===== src/rtl/alu_mc_if.sv =====
// alu_mc_if: request/response bundle between the EX-stage sequencer and alu_mc.
// master = issuing side (operands, op, result consumer); slave = the execute unit.
interface alu_mc_if #(
  parameter int DATA_WIDTH    = 32,
  parameter int OPCODE_LENGTH = 5,
  parameter int PC_W          = 9
);
  logic                     in_valid;
  logic                     in_ready;
  logic [DATA_WIDTH-1:0]    SrcA;
  logic [DATA_WIDTH-1:0]    SrcB;
  logic [OPCODE_LENGTH-1:0] Operation;
  logic [PC_W-1:0]          Curr_Pc;
  logic                     out_valid;
  logic                     out_ready;
  logic [DATA_WIDTH-1:0]    ALUResult;

  modport master (
    output in_valid, SrcA, SrcB, Operation, Curr_Pc, out_ready,
    input  in_ready, out_valid, ALUResult
  );

  modport slave (
    input  in_valid, SrcA, SrcB, Operation, Curr_Pc, out_ready,
    output in_ready, out_valid, ALUResult
  );
endinterface


===== src/rtl/alu_mc.sv =====
// alu_mc: multi-cycle EX-stage execute unit behind a valid/ready handshake.
// Base ops finish in one cycle; RV32M ops (optional, enabled by defining the
// macro ALU_MC_MDU_EN) run DATA_WIDTH iterations of shift-add multiply or
// restoring division on operand magnitudes, with the sign fixed on write-back.
module alu_mc #(
  parameter int DATA_WIDTH    = 32,
  parameter int OPCODE_LENGTH = 5,
  parameter int PC_W          = 9
) (
  input  logic    clk,
  input  logic    rst_n,
  input  logic    flush,
  alu_mc_if.slave bus
);
  localparam int SH_W = $clog2(DATA_WIDTH);

  localparam logic [DATA_WIDTH-1:0] ZERO = {DATA_WIDTH{1'b0}};
  localparam logic [DATA_WIDTH-1:0] ONES = {DATA_WIDTH{1'b1}};

  localparam logic [OPCODE_LENGTH-1:0] OP_ADD   = 5'd0;
  localparam logic [OPCODE_LENGTH-1:0] OP_SUB   = 5'd1;
  localparam logic [OPCODE_LENGTH-1:0] OP_XOR   = 5'd2;
  localparam logic [OPCODE_LENGTH-1:0] OP_OR    = 5'd3;
  localparam logic [OPCODE_LENGTH-1:0] OP_AND   = 5'd4;
  localparam logic [OPCODE_LENGTH-1:0] OP_SLT   = 5'd5;
  localparam logic [OPCODE_LENGTH-1:0] OP_SRA   = 5'd6;
  localparam logic [OPCODE_LENGTH-1:0] OP_SRL   = 5'd7;
  localparam logic [OPCODE_LENGTH-1:0] OP_SLL   = 5'd8;
  localparam logic [OPCODE_LENGTH-1:0] OP_LDST  = 5'd9;
  localparam logic [OPCODE_LENGTH-1:0] OP_NE    = 5'd10;
  localparam logic [OPCODE_LENGTH-1:0] OP_BLT   = 5'd11;
  localparam logic [OPCODE_LENGTH-1:0] OP_BGE   = 5'd12;
  localparam logic [OPCODE_LENGTH-1:0] OP_EQ    = 5'd13;
  localparam logic [OPCODE_LENGTH-1:0] OP_PASSB = 5'd14;
  localparam logic [OPCODE_LENGTH-1:0] OP_PC4   = 5'd15;
`ifdef ALU_MC_MDU_EN
  localparam logic [OPCODE_LENGTH-1:0] OP_MUL   = 5'd16;
  localparam logic [OPCODE_LENGTH-1:0] OP_MULH  = 5'd17;
  localparam logic [OPCODE_LENGTH-1:0] OP_MULHU = 5'd18;
  localparam logic [OPCODE_LENGTH-1:0] OP_DIV   = 5'd19;
  localparam logic [OPCODE_LENGTH-1:0] OP_DIVU  = 5'd20;
  localparam logic [OPCODE_LENGTH-1:0] OP_REM   = 5'd21;
  localparam logic [OPCODE_LENGTH-1:0] OP_REMU  = 5'd22;
  localparam logic [DATA_WIDTH-1:0]    MOST_NEG = {1'b1, {(DATA_WIDTH-1){1'b0}}};
`endif

  typedef enum logic [1:0] {
    IDLE = 2'd0,
`ifdef ALU_MC_MDU_EN
    BUSY = 2'd1,
`endif
    DONE = 2'd2
  } state_t;

  state_t                   state_r;
  logic                     out_valid_r;
  logic [DATA_WIDTH-1:0]    result_r;

  logic [DATA_WIDTH-1:0]    src_a_s;
  logic [DATA_WIDTH-1:0]    src_b_s;
  logic [OPCODE_LENGTH-1:0] op_s;
  logic [SH_W-1:0]          sh_amt_s;
  logic                     lt_s;
  logic                     eq_s;
  logic [PC_W-1:0]          pc_next_s;
  logic [DATA_WIDTH-1:0]    base_res_s;
  logic                     start_iter_s;

  assign src_a_s   = bus.SrcA;
  assign src_b_s   = bus.SrcB;
  assign op_s      = bus.Operation;
  assign sh_amt_s  = src_b_s[SH_W-1:0];
  assign lt_s      = $signed(src_a_s) < $signed(src_b_s);
  assign eq_s      = (src_a_s == src_b_s);
  assign pc_next_s = bus.Curr_Pc + 9'd4;

  assign bus.in_ready  = (state_r == IDLE);
  assign bus.out_valid = out_valid_r;
  assign bus.ALUResult = result_r;

`ifdef ALU_MC_MDU_EN
  logic                     div_zero_s;
  logic                     div_ovf_s;
  logic                     a_neg_s;
  logic                     b_neg_s;
  logic                     neg_fix_s;
  logic [DATA_WIDTH-1:0]    mag_a_s;
  logic [DATA_WIDTH-1:0]    mag_b_s;

  logic [OPCODE_LENGTH-1:0] op_r;
  logic                     neg_r;
  logic [DATA_WIDTH-1:0]    acc_r;
  logic [DATA_WIDTH-1:0]    opa_r;
  logic [DATA_WIDTH-1:0]    opb_r;
  logic [SH_W-1:0]          cnt_r;

  logic                     is_mul_s;
  logic [DATA_WIDTH:0]      mul_sum_s;
  logic [DATA_WIDTH-1:0]    mul_hi_next_s;
  logic [DATA_WIDTH-1:0]    mul_lo_next_s;
  logic [DATA_WIDTH:0]      div_shift_s;
  logic                     div_ge_s;
  logic [DATA_WIDTH-1:0]    div_rem_next_s;
  logic [DATA_WIDTH-1:0]    div_q_next_s;
  logic [DATA_WIDTH-1:0]    fin_res_s;

  assign div_zero_s = (src_b_s == ZERO);
  assign div_ovf_s  = (src_a_s == MOST_NEG) && (src_b_s == ONES);

  // Operand magnitudes and the sign to re-apply when the iterative result is written.
  always_comb begin
    a_neg_s   = 1'b0;
    b_neg_s   = 1'b0;
    neg_fix_s = 1'b0;
    if ((op_s == OP_MULH) || (op_s == OP_DIV) || (op_s == OP_REM)) begin
      a_neg_s = src_a_s[DATA_WIDTH-1];
      b_neg_s = src_b_s[DATA_WIDTH-1];
    end else begin
      a_neg_s = 1'b0;
      b_neg_s = 1'b0;
    end
    if (op_s == OP_REM) begin
      neg_fix_s = a_neg_s;
    end else begin
      neg_fix_s = a_neg_s ^ b_neg_s;
    end
    mag_a_s = a_neg_s ? -src_a_s : src_a_s;
    mag_b_s = b_neg_s ? -src_b_s : src_b_s;
  end

  // One iteration step: shift-add multiply on {acc,opb}, restoring divide on {acc,opa}.
  always_comb begin
    is_mul_s       = (op_r == OP_MUL) || (op_r == OP_MULH) || (op_r == OP_MULHU);
    mul_sum_s      = {1'b0, acc_r} + (opb_r[0] ? {1'b0, opa_r} : {1'b0, ZERO});
    mul_hi_next_s  = mul_sum_s[DATA_WIDTH:1];
    mul_lo_next_s  = {mul_sum_s[0], opb_r[DATA_WIDTH-1:1]};
    div_shift_s    = {acc_r, opa_r[DATA_WIDTH-1]};
    div_ge_s       = (div_shift_s >= {1'b0, opb_r});
    div_rem_next_s = div_ge_s ? (div_shift_s[DATA_WIDTH-1:0] - opb_r)
                              : div_shift_s[DATA_WIDTH-1:0];
    div_q_next_s   = {opa_r[DATA_WIDTH-2:0], div_ge_s};
  end

  // Sign-corrected result selected from the values produced by the final iteration.
  always_comb begin
    fin_res_s = ZERO;
    case (op_r)
      OP_MUL:   fin_res_s = mul_lo_next_s;
      OP_MULH:  fin_res_s = neg_r ? (~mul_hi_next_s +
                              {{(DATA_WIDTH-1){1'b0}}, (mul_lo_next_s == ZERO)})
                                  : mul_hi_next_s;
      OP_MULHU: fin_res_s = mul_hi_next_s;
      OP_DIV:   fin_res_s = neg_r ? -div_q_next_s : div_q_next_s;
      OP_DIVU:  fin_res_s = div_q_next_s;
      OP_REM:   fin_res_s = neg_r ? -div_rem_next_s : div_rem_next_s;
      OP_REMU:  fin_res_s = div_rem_next_s;
      default:  fin_res_s = ZERO;
    endcase
  end
`endif

  // Single-cycle result for base ops and division corner cases; flags iterative M ops.
  always_comb begin
    base_res_s   = ZERO;
    start_iter_s = 1'b0;
    case (op_s)
      OP_ADD:         base_res_s = src_a_s + src_b_s;
      OP_SUB:         base_res_s = src_a_s - src_b_s;
      OP_XOR:         base_res_s = src_a_s ^ src_b_s;
      OP_OR:          base_res_s = src_a_s | src_b_s;
      OP_AND:         base_res_s = src_a_s & src_b_s;
      OP_SLT, OP_BLT: base_res_s = {{(DATA_WIDTH-1){1'b0}}, lt_s};
      OP_SRA:         base_res_s = $signed(src_a_s) >>> sh_amt_s;
      OP_SRL:         base_res_s = src_a_s >> sh_amt_s;
      OP_SLL:         base_res_s = src_a_s << sh_amt_s;
      OP_LDST:        base_res_s = ZERO;
      OP_NE:          base_res_s = {{(DATA_WIDTH-1){1'b0}}, ~eq_s};
      OP_BGE:         base_res_s = {{(DATA_WIDTH-1){1'b0}}, ~lt_s};
      OP_EQ:          base_res_s = {{(DATA_WIDTH-1){1'b0}}, eq_s};
      OP_PASSB:       base_res_s = src_b_s;
      OP_PC4:         base_res_s = {{(DATA_WIDTH-PC_W){1'b0}}, pc_next_s};
`ifdef ALU_MC_MDU_EN
      OP_MUL, OP_MULH, OP_MULHU: start_iter_s = 1'b1;
      OP_DIV: begin
        if (div_zero_s) begin
          base_res_s = ONES;
        end else if (div_ovf_s) begin
          base_res_s = MOST_NEG;
        end else begin
          start_iter_s = 1'b1;
        end
      end
      OP_DIVU: begin
        if (div_zero_s) begin
          base_res_s = ONES;
        end else begin
          start_iter_s = 1'b1;
        end
      end
      OP_REM: begin
        if (div_zero_s) begin
          base_res_s = src_a_s;
        end else if (div_ovf_s) begin
          base_res_s = ZERO;
        end else begin
          start_iter_s = 1'b1;
        end
      end
      OP_REMU: begin
        if (div_zero_s) begin
          base_res_s = src_a_s;
        end else begin
          start_iter_s = 1'b1;
        end
      end
`endif
      default:        base_res_s = ZERO;
    endcase
  end

  // Control FSM with registered result/valid and, when present, the iteration datapath.
  always_ff @(posedge clk or negedge rst_n) begin
    if (!rst_n) begin
      state_r     <= IDLE;
      out_valid_r <= 1'b0;
      result_r    <= ZERO;
`ifdef ALU_MC_MDU_EN
      op_r        <= 5'd0;
      neg_r       <= 1'b0;
      acc_r       <= ZERO;
      opa_r       <= ZERO;
      opb_r       <= ZERO;
      cnt_r       <= {SH_W{1'b0}};
`endif
    end else if (flush) begin
      // Abort wins over accept/consume; the stale result stays visible but invalid.
      state_r     <= IDLE;
      out_valid_r <= 1'b0;
`ifdef ALU_MC_MDU_EN
      cnt_r       <= {SH_W{1'b0}};
`endif
    end else begin
      case (state_r)
        IDLE: begin
          if (bus.in_valid) begin
`ifdef ALU_MC_MDU_EN
            if (start_iter_s) begin
              state_r <= BUSY;
              op_r    <= op_s;
              neg_r   <= neg_fix_s;
              acc_r   <= ZERO;
              opa_r   <= mag_a_s;
              opb_r   <= mag_b_s;
              cnt_r   <= {SH_W{1'b0}};
            end else begin
              state_r     <= DONE;
              out_valid_r <= 1'b1;
              result_r    <= base_res_s;
            end
`else
            state_r     <= DONE;
            out_valid_r <= 1'b1;
            result_r    <= base_res_s;
`endif
          end
        end
`ifdef ALU_MC_MDU_EN
        BUSY: begin
          if (is_mul_s) begin
            acc_r <= mul_hi_next_s;
            opb_r <= mul_lo_next_s;
          end else begin
            acc_r <= div_rem_next_s;
            opa_r <= div_q_next_s;
          end
          if (cnt_r == SH_W'(DATA_WIDTH - 1)) begin
            cnt_r       <= {SH_W{1'b0}};
            state_r     <= DONE;
            out_valid_r <= 1'b1;
            result_r    <= fin_res_s;
          end else begin
            cnt_r <= cnt_r + 1'b1;
          end
        end
`endif
        DONE: begin
          if (bus.out_ready) begin
            state_r     <= IDLE;
            out_valid_r <= 1'b0;
          end
        end
        default: begin
          state_r     <= IDLE;
          out_valid_r <= 1'b0;
        end
      endcase
    end
  end
endmodule

===== src/flat_wrapper.sv =====
// flat-port wrapper written by rule: the top's interface ports become plain ports
module alu_mc_flat 
#(
  parameter int DATA_WIDTH    = 32,
  parameter int OPCODE_LENGTH = 5,
  parameter int PC_W          = 9
)
  (clk, rst_n, flush, bus_in_valid, bus_SrcA, bus_SrcB, bus_Operation, bus_Curr_Pc, bus_out_ready, bus_in_ready, bus_out_valid, bus_ALUResult);
  alu_mc_if #(.DATA_WIDTH(DATA_WIDTH), .OPCODE_LENGTH(OPCODE_LENGTH), .PC_W(PC_W)) bus_i ();
  input  logic clk;
  input  logic rst_n;
  input  logic flush;
  input wire logic [$bits(bus_i.in_valid)-1:0] bus_in_valid;
  input wire logic [$bits(bus_i.SrcA)-1:0] bus_SrcA;
  input wire logic [$bits(bus_i.SrcB)-1:0] bus_SrcB;
  input wire logic [$bits(bus_i.Operation)-1:0] bus_Operation;
  input wire logic [$bits(bus_i.Curr_Pc)-1:0] bus_Curr_Pc;
  input wire logic [$bits(bus_i.out_ready)-1:0] bus_out_ready;
  output wire logic [$bits(bus_i.in_ready)-1:0] bus_in_ready;
  output wire logic [$bits(bus_i.out_valid)-1:0] bus_out_valid;
  output wire logic [$bits(bus_i.ALUResult)-1:0] bus_ALUResult;
  assign bus_i.in_valid = bus_in_valid;
  assign bus_i.SrcA = bus_SrcA;
  assign bus_i.SrcB = bus_SrcB;
  assign bus_i.Operation = bus_Operation;
  assign bus_i.Curr_Pc = bus_Curr_Pc;
  assign bus_i.out_ready = bus_out_ready;
  assign bus_in_ready = bus_i.in_ready;
  assign bus_out_valid = bus_i.out_valid;
  assign bus_ALUResult = bus_i.ALUResult;
  alu_mc #(.DATA_WIDTH(DATA_WIDTH), .OPCODE_LENGTH(OPCODE_LENGTH), .PC_W(PC_W)) u_core (.clk(clk), .rst_n(rst_n), .flush(flush), .bus(bus_i));
endmodule

===== config.mk =====
export PLATFORM = sky130hd
export DESIGN_NAME = alu_mc_flat
export DESIGN_NICKNAME = d
export VERILOG_FILES = /design/src/rtl/alu_mc_if.sv /design/src/rtl/alu_mc.sv /design/src/flat_wrapper.sv
export SDC_FILE = /design/constraint.sdc
export NUM_CORES = 1
export LEC_CHECK = 0
export ABC_AREA = 1
export CORE_MARGIN = 1
export CORE_UTILIZATION = 55
export CTS_CLUSTER_DIAMETER = 120
export DETAILED_ROUTE_END_ITERATION = 8
export GPL_TIMING_DRIVEN = 1
export PLACE_DENSITY = 0.77
export REMOVE_ABC_BUFFERS = 1
export SLEW_MARGIN = 30
export SYNTH_ARGS = -nofsm -noshare
export SYNTH_HDL_FRONTEND = slang
export SYNTH_SLANG_ARGS = --single-unit

===== constraint.sdc =====
create_clock -name clk -period 3.5 [get_ports clk]
set_input_delay 0.35 -clock clk [delete_from_list [all_inputs] [get_ports clk]]
set_output_delay 0.35 -clock clk [all_outputs]
set_load 0.02 [all_outputs]

==> results of run 1 <==
[synthesized netlist by cell type (all sizes together) (3+ instances only)]
library cell / number
clkbuf: 28
buf: 76
o21ai: 64
xor2: 8
o21bai: 11
dfrtp: 33
o211ai: 18
ha: 98
a21oi: 71
or2: 4
nand4: 24
o22ai: 26
nor3: 27
nor2: 204
a31oi: 3
inv: 310
a211oi: 5
and2: 9
nand3: 482
nand2: 818
[cells by family after synthesis]
logic type | share of synthesized area [%]
buffers and inverters | 14.3
AO/OA/AOI/OAI | 9.84
AND/OR/NAND/NOR | 57.4
XOR/XNOR | 0.595
multiplexers | 0.0851
adder cells (fa/ha/maj) | 10.8
flip-flops | 7.02
[power by group]
group / internal (W) / switching (W)
Sequential: 0.000435 / 0.0000399
Combinational: 0.000632 / 0.00132
Clock: 0.000262 / 0.000194
Total: 0.00133 / 0.00155
[state kept, by name (all words and copies together) (netlist names)]
signal                cells
u_core.bus.out_valid      1
u_core.bus.ALUResult     32
[path summary, 6_finish.rpt]
kind	from	end	cells past startpoint
worst max-delay path	bus_SrcA[4]	u_core.bus.ALUResult[9]	15
worst min register to register	u_core.bus.ALUResult[14]	u_core.bus.ALUResult[14]	2
worst max register to register	u_core.bus.out_valid	u_core.bus.ALUResult[16]	5
min in group asynchronous	rst_n	u_core.bus.ALUResult[21]	2
worst min-delay path	u_core.bus.ALUResult[14]	u_core.bus.ALUResult[14]	2
max in group asynchronous	rst_n	u_core.bus.ALUResult[20]	2
[worst max-delay path, delay by kind of cell]
| kind | cells | cell delay, ns |
|---|---|---|
| AO/OA/AOI/OAI | 2 | 0.52 |
| adder cells (fa/ha/maj) | 1 | 0.42 |
| buffers and inverters | 3 | 0.87 |
| AND/OR/NAND/NOR | 9 | 1.45 |
[placed cells by master (no fill, tap or decap), types with 11 or more instances in the layout]
cell type	n
sky130_fd_sc_hd__dfrtp_1	33
sky130_fd_sc_hd__nor3_1	25
sky130_fd_sc_hd__o22ai_1	26
sky130_fd_sc_hd__ha_1	98
sky130_fd_sc_hd__a21oi_1	71
sky130_fd_sc_hd__o21bai_1	11
sky130_fd_sc_hd__nand4_1	24
sky130_fd_sc_hd__o21ai_0	57
sky130_fd_sc_hd__nor2_1	200
sky130_fd_sc_hd__clkdlybuf4s50_1	113
sky130_fd_sc_hd__inv_1	295
sky130_fd_sc_hd__buf_4	53
sky130_fd_sc_hd__nand2_1	811
sky130_fd_sc_hd__inv_2	13
sky130_fd_sc_hd__o211ai_1	18
sky130_fd_sc_hd__nand3_1	478
[per-layer routing]
layer / vias to the layer above / track usage (%)
li1: 7667 / -
met1: 7412 / 62.4
met2: 1309 / 77.5
met3: 323 / 14.1
met4: 2 / 34.4
met5: - / 0
[final cells by class]
class / count / area [um2]
Multi-Input combinational cell: 1884 / 9260
Fill cell: 2216 / 7660
Tap cell: 275 / 344
Inverter: 311 / 1170
Clock inverter: 2 / 10.0
Timing Repair Buffer: 173 / 1620
Clock buffer: 6 / 129
Sequential cell: 33 / 826
[metrics by stage]
stage          utilization (%)  hold WS [ns]
2_1_floorplan                -        0.0544
3_3_place_gp              62.9         0.463
3_5_place_dp              62.9         0.467
4_1_cts                   63.6         0.482
5_1_grt                   63.6         0.504
6_report                  63.6         0.479
==> flow_summary.toml, run 1 <==
[floorplan]
floorplan.io_pins = 117
die-height_um = 148
floorplan.die_area_um2 = 22000
die_w_um = 148
placeable_core_region_um2 = 21000
placementRows = 53
start_util_pct = 56.0

[clock_tree]
cts-htree-levels = 2
clock_path_buffers = 2
ctsResizeCount = 0
clkTransAtPathRegs_ns = 0.06
hold_buffers = 0
post-cts-setup-buffers = 0
tritoncts = "built"
worst_skew_pair.late_latency_ns = 0.29
clkSinkCount = 33
cts_made_buffers = 5
clock_tree.root_cell = "sky130_fd_sc_hd__clkbuf_16"

[critical_path]
cpPeakStageDelay_ns = 0.63
crit_top_cell = "sky130_fd_sc_hd__nand2_1"
critical_path_class = "in2reg"
worstSetupEndpointType = "flop"
cp_max_fo = 8
crit_slowest_cell = "sky130_fd_sc_hd__clkdlybuf4s50_1"
worst-endpoint-arrival_ns = 3.62
reg2reg_setup_slack_ns = 2.11
crit_chain = "clkdlybuf4s50_1, inv_1, ha_1, nor2_1, nand3_1, nand3_1, nand2_1, nand2_1, a21oi_1, o21ai_0, nor2_1, buf_4, nand2_1, nand2_1, nand2_1"
worst_setup_path_start_kind = "input port"
crit_required_ns = 3.73

[detailed_routing]
ant_nets = 0
route.detailed.drc = 5
met3RoutedLength_mm = 8.71
dr.pass1.iters = 9
drtIter0Drc = 2578
topRoutingLayerUsed = "met5"
met2RoutedLength_mm = 23.2
wirelength_mm = 56.5
vias_per_cell = 6.23
wl_per_cell_um = 21.0
num_vias = 16713
met1Wirelength_mm = 20.0

[sta]
setup_slack_ns = 0.114
fin_skew_ns = 0.00884
fmaxAchievable_mhz = 295
slew-limit-headroom_pct = 38.2
layout_min_cycle_time_ns = 3.39
finalMaxSlewViolations = 0
final_min_period_over_clock_period_pct = 96.7
rsz0062_at_grt = "no"
tightest_slew_ns = 0.924
totalNegativeSetupSlack_ns = 0
final-setup-viol-count = 0
report.final.hold_viol_count = 0

[pwr]
max-vdd-ir-drop_uv = 187
pd_cells_nw_per_um2 = 216
fin_total_pwr_w = 0.00288
power_leakage_nw = 7.41

[yosys]
netlist_instances = 2332
yosys.area.top_type_share_pct = 25.9
yosys_register_bits = 33
yosys-top-cells-area = "sky130_fd_sc_hd__nand2_1 (26%), sky130_fd_sc_hd__nand3_1 (20%), sky130_fd_sc_hd__ha_1 (10%)"
async_flop_share_pct = 100
yosys_warnings = 0
synth_top_cell_by_area = "sky130_fd_sc_hd__nand2_1"
syn_avg_cell_area_um2 = 5.05
number_of_synthesized_flops_with_an_enable_pin = 0
synth_cell_type_count = 46
synth_top_flop_cell = "sky130_fd_sc_hd__dfrtp_1"
post_synthesis_cell_area_um2 = 11800
synth_sequential_area_ratio_pct = 7.02

[placed_design]
buffer_ports.inserted = 116
gpl.final_weighted_congestion = 1.13
place_inst = 2676
detailedPlacementHpwl_mm = 45.7
placement.setup.worst_slack_ns = 0.0888
placement.cell_area_um2 = 13200

[run_status]
failing_checks = "design-rule violations"
outcome = "finished, violations left"

[job]
drv_cap = 0

[layout]
finish.instance_area_um2 = 13400
layout.nets = 2591
stdcell_count = 2684
antenna-diode-count = 0
area_delta_synth_final_pct = 13.6
final_layout_size_suffix_gt1_share_pct = 4.32

[global_routing]
first_pass_grt_wire_length_mm = 84.7
largest_net_degree_at_the_start_of_global_routing = 74
grt_pass1_vias = 15450
globalRoute.totalOverflow = 0
grt_antenna_before_repair = 1
groute.usage.overall_pct = 50.9

[min_path]
timing.hold.worst.class = "reg2reg"
(Power assumes the default switching activity.)
==> run 2, diff against run 1 <==
--- a/config.mk
+++ b/config.mk
@@ -6,6 +6,7 @@
 export NUM_CORES = 1
 export LEC_CHECK = 0
 export ABC_AREA = 1
+export CORE_ASPECT_RATIO = 1.2
 export CORE_MARGIN = 1
 export CORE_UTILIZATION = 55
 export CTS_CLUSTER_DIAMETER = 120
==> flow_summary.toml, run 2 (synthesized netlist as in run 1, its figures left out) <==
[placed_design]
placement.setup.worst_slack_ns = 0.303
gpl.final_weighted_congestion = 1.14
detailedPlacementHpwl_mm = 46.2
buffer_ports.inserted = 116
place_inst = 2668

[run_status]
outcome = "finished, final reports clean"

[pwr]
max-vdd-ir-drop_uv = 267
power_leakage_nw = 7.40
pd_cells_nw_per_um2 = 221

[sta]
fin_worst_hold_slack_ns = 0.472
tightest_slew_ns = 0.971
report.final.hold_viol_count = 0
final-setup-viol-count = 0
setup_slack_ns = 0.322
final_min_period_over_clock_period_pct = 90.8
layout_min_cycle_time_ns = 3.18
totalNegativeSetupSlack_ns = 0
fmaxAchievable_mhz = 315
finalMaxSlewViolations = 0
rsz0062_at_grt = "no"
slew-limit-headroom_pct = 35.2
fin_skew_ns = 0.0260

[critical_path]
cp_max_fo = 9
crit_slowest_cell = "sky130_fd_sc_hd__clkdlybuf4s50_1"
cp-startpoint = "bus_SrcA[13]"
crit_chain = "clkdlybuf4s50_1, inv_1, ha_1, nand2_1, nor2_1, inv_1, nor2_1, nand2_1, nand2_1, nand2_1, nand3_1, nand2_1, inv_1, nand3_1, nand2_1, nand2_1"
reg2reg_setup_slack_ns = 1.73
crit_required_ns = 3.68
crit_top_cell = "sky130_fd_sc_hd__nand2_1"
r2r-end = "u_core.bus.ALUResult[9]"
worst_r2r_src = "u_core.bus.out_valid"
timing.reg2reg.worst_path_depth = 6
worstSetupEndpointType = "flop"
critical_path_class = "in2reg"
worst_setup_path_start_kind = "input port"
cpPeakStageDelay_ns = 0.72
worst-endpoint-arrival_ns = 3.35

[clock_tree]
hold_buffers = 0
cts_made_buffers = 5
clkTransAtPathRegs_ns = 0.09
worst_skew_pair.late_latency_ns = 0.32
cts-htree-levels = 2
tritoncts = "built"
clock_path_buffers = 2
clock_tree.root_cell = "sky130_fd_sc_hd__clkbuf_16"
clkSinkCount = 33
post-cts-setup-buffers = 0
ctsResizeCount = 0

[global_routing]
largest_net_degree_at_the_start_of_global_routing = 70
groute.usage.overall_pct = 52.6
grt_antenna_before_repair = 1
globalRoute.totalOverflow = 0
grt_pass1_vias = 15414
first_pass_grt_wire_length_mm = 86.0

[layout]
final_common_cell = "sky130_fd_sc_hd__nand2_1"
area_delta_synth_final_pct = 13.3
stdcell_count = 2676
final_layout_size_suffix_gt1_share_pct = 4.24
most-common-layout-cells = "sky130_fd_sc_hd__nand2_1 (811), sky130_fd_sc_hd__nand3_1 (478), sky130_fd_sc_hd__inv_1 (295)"
max_reg_flops = 32
layout.nets = 2588
antenna-diode-count = 0

[detailed_routing]
wl_per_cell_um = 21.7
vias_per_cell = 6.22
num_vias = 16635
ant_nets = 0
drtIter0Drc = 2237
wirelength_mm = 58.0
route.detailed.drc = 0
dr.pass1.iters = 7

[floorplan]
floorplan.die_area_um2 = 22000
start_util_pct = 56.1
placeable_core_region_um2 = 21000
placementRows = 58
die_w_um = 136
floorplan.io_pins = 117
die-height_um = 162

[min_path]
timing.hold.worst.class = "in2async"

[job]
drv_cap = 0
==> run 2: cell count changes in the layout (fill, tap and decap cells not counted), sizes merged <==
| cell | before | now |
|---|---|---|
| buf | 60 | 57 |
| clkbuf | 6 | 5 |
| clkinvlp | 0 | 1 |
==> run 2: metal layers <==
metal | up-vias | wire [um] | track usage (%)
met5 | - | 0 | 0
met4 | 0 | 5950 | 45.6
met3 | 345 | 7740 | 15.2
met2 | 1253 | 24500 | 80.6
met1 | 7389 | 19900 | 59.3
li1 | 7648 | - | -
==> run 2: critical path: cells and delay by family <==
family | cells | cell delay [ns]
buffers and inverters | 4 | 1.02
adder cells (fa/ha/maj) | 1 | 0.46
AND/OR/NAND/NOR | 11 | 1.52
==> run 2: through the flow <==
stage	utilization [%]	power [W]	instance area (um2)
after floorplan	-	0.00156	11300
after global placement	62.9	0.00233	13200
after detailed placement	62.9	0.00235	13200
after CTS	63.6	0.00284	13300
after global routing	63.6	0.00309	13300
final	63.6	0.00294	13300
==> run 2: area by class of cell <==
cell class,instances,area [um2]
Clock buffer,5,125
Clock inverter,3,17.5
Fill cell,2174,7630
Inverter,311,1170
Multi-Input combinational cell,1884,9260
Sequential cell,33,826
Tap cell,270,338
Timing Repair Buffer,170,1600
==> run 2: worst max path at each step <==
stage / end / depth (start not counted)
detailed placement: u_core.bus.ALUResult[14] / 16
finish: u_core.bus.ALUResult[14] / 16
global route: u_core.bus.ALUResult[14] / 16
CTS: u_core.bus.ALUResult[14] / 16
global placement: u_core.bus.ALUResult[14] / 16
floorplan: u_core.bus.ALUResult[12] / 14
==> run 2: report_power, final <==
part | switching, W | total (W) | internal, W
logic | 0.00133 | 0.00197 | 0.000634
clock network | 0.000230 | 0.000493 | 0.000263
registers | 0.0000493 | 0.000484 | 0.000434
total | 0.00161 | 0.00294 | 0.00133
